### src/rtl/reg_bank_arbiter.sv
// ============================================================================
// reg_bank_arbiter : round-robin shared-write arbiter for a small register bank
// Rev 1.0
// ============================================================================
`default_nettype none

module reg_bank_arbiter #(
  parameter int                    DATA_WIDTH = 4,
  parameter int                    ADDR_WIDTH = 2,
  parameter int                    NUM_REQ    = 4,
  parameter logic [DATA_WIDTH-1:0] INIT_VAL   = '0
) (
  input  logic                             C,
  input  logic                             CLR,
  input  logic [NUM_REQ-1:0]               REQ,
  input  logic [NUM_REQ*ADDR_WIDTH-1:0]    WADDR,
  input  logic [NUM_REQ*DATA_WIDTH-1:0]    WDATA,
  output logic [NUM_REQ-1:0]               GNT,
  output logic [NUM_REQ-1:0]               ACK,
  output logic                             BUSY,
  input  logic [ADDR_WIDTH-1:0]            RADDR,
  output logic [DATA_WIDTH-1:0]            RDATA
);

  localparam int DEPTH = 2 ** ADDR_WIDTH;
  localparam int PTR_W = (NUM_REQ > 1) ? $clog2(NUM_REQ) : 1;

  typedef enum logic [1:0] {
    IDLE  = 2'd0,
    GRANT = 2'd1,
    DONE  = 2'd2
  } state_t;

  state_t                  state;
  logic [PTR_W-1:0]        ptr;
  logic [PTR_W-1:0]        win;
  logic [ADDR_WIDTH-1:0]   lat_addr;
  logic [DATA_WIDTH-1:0]   lat_data;
  logic [DATA_WIDTH-1:0]   bank [DEPTH];

  logic [PTR_W-1:0]        win_idx;
  logic [ADDR_WIDTH-1:0]   sel_addr;
  logic [DATA_WIDTH-1:0]   sel_data;

  function automatic logic [NUM_REQ-1:0] onehot(input logic [PTR_W-1:0] idx);
    logic [NUM_REQ-1:0] v;
    v      = '0;
    v[idx] = 1'b1;
    return v;
  endfunction

  // First requester at or above the pointer, wrapping modulo NUM_REQ.
  always_comb begin : arb_search
    int               cand;
    logic [PTR_W-1:0] cand_idx;
    logic             found;
    win_idx  = ptr;
    found    = 1'b0;
    cand     = 0;
    cand_idx = '0;
    for (int k = 0; k < NUM_REQ; k++) begin
      cand = int'(ptr) + k;
      if (cand >= NUM_REQ) begin
        cand = cand - NUM_REQ;
      end
      cand_idx = cand[PTR_W-1:0];
      if (!found && REQ[cand_idx]) begin
        found   = 1'b1;
        win_idx = cand_idx;
      end
    end
  end

  always_comb begin
    sel_addr = '0;
    sel_data = '0;
    for (int i = 0; i < NUM_REQ; i++) begin
      if (win_idx == PTR_W'(i)) begin
        sel_addr = WADDR[i*ADDR_WIDTH +: ADDR_WIDTH];
        sel_data = WDATA[i*DATA_WIDTH +: DATA_WIDTH];
      end
    end
  end

  always_ff @(posedge C or negedge CLR) begin
    if (!CLR) begin
      state    <= IDLE;
      GNT      <= '0;
      ACK      <= '0;
      ptr      <= '0;
      win      <= '0;
      lat_addr <= '0;
      lat_data <= '0;
      for (int i = 0; i < DEPTH; i++) begin
        bank[i] <= INIT_VAL;
      end
    end else begin
      case (state)
        IDLE: begin
          if (|REQ) begin
            GNT      <= onehot(win_idx);
            win      <= win_idx;
            lat_addr <= sel_addr;
            lat_data <= sel_data;
            state    <= GRANT;
          end
        end
        GRANT: begin
          bank[lat_addr] <= lat_data;
          GNT            <= '0;
          ACK            <= onehot(win);
          ptr            <= (win == PTR_W'(NUM_REQ - 1)) ? '0 : win + 1'b1;
          state          <= DONE;
        end
        DONE: begin
          // REQ is deliberately not sampled here; the requester drops it on ACK.
          ACK   <= '0;
          state <= IDLE;
        end
        default: begin
          GNT   <= '0;
          ACK   <= '0;
          state <= IDLE;
        end
      endcase
    end
  end

  assign BUSY  = (state != IDLE);
  assign RDATA = bank[RADDR];

endmodule

`default_nettype wire

### config.mk
export PLATFORM = sky130hd
export DESIGN_NAME = reg_bank_arbiter
export DESIGN_NICKNAME = d
export VERILOG_FILES = /design/src/rtl/reg_bank_arbiter.sv
export SDC_FILE = /design/constraint.sdc
export NUM_CORES = 1
export LEC_CHECK = 0
export ABC_AREA = 1
export ABC_CLOCK_PERIOD_IN_PS = 2000
export BUFFER_PORTS_ARGS = -buffer_cell sky130_fd_sc_hd__buf_2
export CAP_MARGIN = 20
export CORE_ASPECT_RATIO = 1.4
export CORE_MARGIN = 2
export CORE_UTILIZATION = 54
export CTS_CLUSTER_SIZE = 28
export DETAILED_ROUTE_END_ITERATION = 7
export GPL_TIMING_DRIVEN = 0
export PLACE_DENSITY = 0.87
export SLEW_MARGIN = 20
export SYNTH_ARGS = -nofsm -noshare
export SYNTH_HDL_FRONTEND = slang
export SYNTH_SLANG_ARGS = --single-unit
### constraint.sdc
create_clock -name C -period 2 [get_ports C]
set_input_delay 0.1 -clock C [delete_from_list [all_inputs] [get_ports C]]
set_output_delay 0.1 -clock C [all_outputs]
set_load 0.05 [all_outputs]
==> metrics.txt <==
Chip Width 56.10 um; most frequent cell after synthesis nand2_1; Mapped Avg Cell Area 7.657 um^2; total of max-cap violations 0; setup ws final -0.1286 ns; utilization after layout 0.7308; top area cells in the synthesized netlist dfrtp_1, nand2_1, o21ai_0; predominant post-synthesis flop cell dfrtp_1; synth cell count leaders nand2_1, dfrtp_1, o21ai_0; fin area 0.002663 mm^2; syn_nets 304; cell taking the most area after synthesis dfrtp_1; Post-DP Area 0.002320 mm^2; Placer Congestion 0.8168; routed length per instance 15.03 um; Die H 76.94 um; synthesized flop and latch total 36; Synth Cell Area 0.002052 mm^2; fin crit share 1.064; vias in the first global route 1892; Multi-input gate area 0.001166 mm^2; RSZ-0062 raised after global routing yes; Hold Crit Class input pin to register; R2R setup slack -0.13 ns; WP data arrival 2.32 ns; # DRC 0; ys async rst share 1.000; clk_skew 0.004284 ns; I/O pin cnt 45; Pre-antenna DRT Iters 5; Crit Path Category register to register; DR vias 2042; relative slew slack 0.4862; total track usage 0.2258; YS warnings 0; Final HPWL DP 3352 um; Max clock buf depth 2; worst slew pin tran 0.7707 ns; layout cell share with drive strength beyond 1 0.3211; CP Max Fanout 8; Final setup viols 7; fillers 274; Starting Density 0.5632; initial antenna violation count 0; First DRT Iteration DRCs 131; status complete, but fails checks; Seq. cell area 902.1 um^2; post-route ant nets 0; clk sink count 36; Synth cell types 26; fmax 0.4698 GHz; Worst setup EP type register; DP Worst Slack 0.01091 ns; Hold Fails Final Rpt 0; EDFF count, synth 0; sequential fraction of the synthesis area 0.4390; Clk Latency, worst-skew pair 0.29 ns; DR vias/cell 5.534; WP data required 2.19 ns; Core Box Area 0.003643 mm^2; Cells after Synth 268; ANT cells 0; Root Buffer clkbuf_8; IO buf count 43; Syn-to-layout area delta 29.76%; Max Slew Vio Count 0; min cycle time layout 2.129 ns; DIE AREA 0.004316 mm^2; Num CTS Buffers 5; total grt overflow 0; site row count 26; first-pass GRT wire length 7734 um; clk slew on worst S/H paths 0.07 ns; failing checks setup timing; Yosys top cell area share 0.4390; routed wire length 5545 um; largest net degree at the start of global routing 37; Nets 362; kind of start point of the critical path register; CTS H-Tree Depth 2; CTS tree yes
-- final cells by class --
class	count	share of cell area
multi-input cells	198	0.4380
flip-flops and latches	36	0.3388
repair buffers	50	0.1043
inverters	30	0.04417
clock buffers	5	0.02585
well taps	42	0.01974
clock inverters	3	0.01598
plain buffers	5	0.01316
-- path summary, 6_finish.rpt --
path / depth (start not counted) / startpoint / endpoint
max: 16 / ptr[0] / lat_addr[1]
min: 3 / WDATA[15] / lat_data[3]
max reg2reg: 16 / ptr[0] / lat_addr[1]
min reg2reg: 2 / ACK[3] / ACK[3]
max in group asynchronous: 2 / CLR / ptr[1]
min in group asynchronous: 2 / CLR / ACK[3]
-- routing by layer --
metal / GRT usage / vias to the layer above / part of all wire
li1: - / 994 / -
met1: 0.2544 / 968 / 0.39
met2: 0.4000 / 68 / 0.55
met3: 0.03541 / 12 / 0.038
met4: 0.1214 / 0 / 0.022
met5: 0 / - / 0
-- worst max-delay path, stage by stage, from the launching register on --
cell and delay, ns:
dfrtp_1 0.43, buf_6 0.17, nand2_1 0.07, nand2_1 0.11, nand2_1 0.10, nand2_1 0.09, nand2_1 0.05, inv_1 0.14
nand3_4 0.13, nand2_4 0.12, nand2_8 0.09, nand3_4 0.17, nand2_1 0.08, inv_1 0.06, nand3_1 0.07, nand2_1 0.08
nand2_1 0.05
-- metrics by stage --
step                      std cells  setup TNS [ns]  hold slack, ns
after floorplan                 268               0         -0.1956
after detailed placement        353               0          0.2294
after global routing            369          -1.064         0.02851
after global placement          353               0          0.2127
final                           369         -0.6054         0.01965
after CTS                       362               0         0.01519
-- cells in the final DEF (no fill, tap or decap) --
cell type      synthesis  routed
o22ai_1                7       7
buf_6                  0       4
a21oi_1                5       3
nor2_4                 1       2
clkinv_2               0       1
inv_4                  0       2
nand2_1               75      62
nand3_1               23      19
dlygate4sd3_1          0       1
dfrtp_2                0       1
nand2_2                7      16
buf_4                  1       4
nand2_8                0       2
buf_2                  1      43
or2_1                  0       1
inv_1                 28      27
clkbuf_8               0       5
nand2_4                4       7
nor2_2                 1       3
ha_1                   4       4
or2_0                  2       1
nand3_4                1       5
dfrtp_1               36      35
a22o_1                 3       3
nand3_2                3       3
clkbuf_2               0       1
nand4_1                1       1
a21oi_2                0       2
clkbuf_1               3       2
inv_2                  2       1
nand3b_1               2       2
nor2_1                23      20
o211ai_1               3       3
nor2_8                 1       1
nor4_1                 1       1
clkinvlp_4             0       1
bufinv_16              0       1
o21ai_0               30      30
-- cell families (layout without fill, tap and decap cells) --
group	after synthesis	in the layout	synth area share
simple gates	145	146	0.3396
flops	36	36	0.4390
buf+inv	35	93	0.06646
fa+ha+maj	4	4	0.02439
compound gates	48	48	0.1305
-- flip-flops by register name (all words and copies together) (netlist names) --
register,cells
ACK,4
GNT,4
bank,16
lat_addr,2
lat_data,4
ptr,2
state,2
win,2
-- what timing repair did --
action / CTS / global route
cloned: 0 / 1
gates resized for setup: 2 / 44
pin swaps: 0 / 17
hold buffers: 1 / 0
setup buffers: 0 / 6
endpoints found under the hold margin: 36 / 0
setup endpoints to repair: 1 / 6
Power is not shown: default switching activity piles up to over one toggle a cycle in this logic, so the estimate is an artifact.
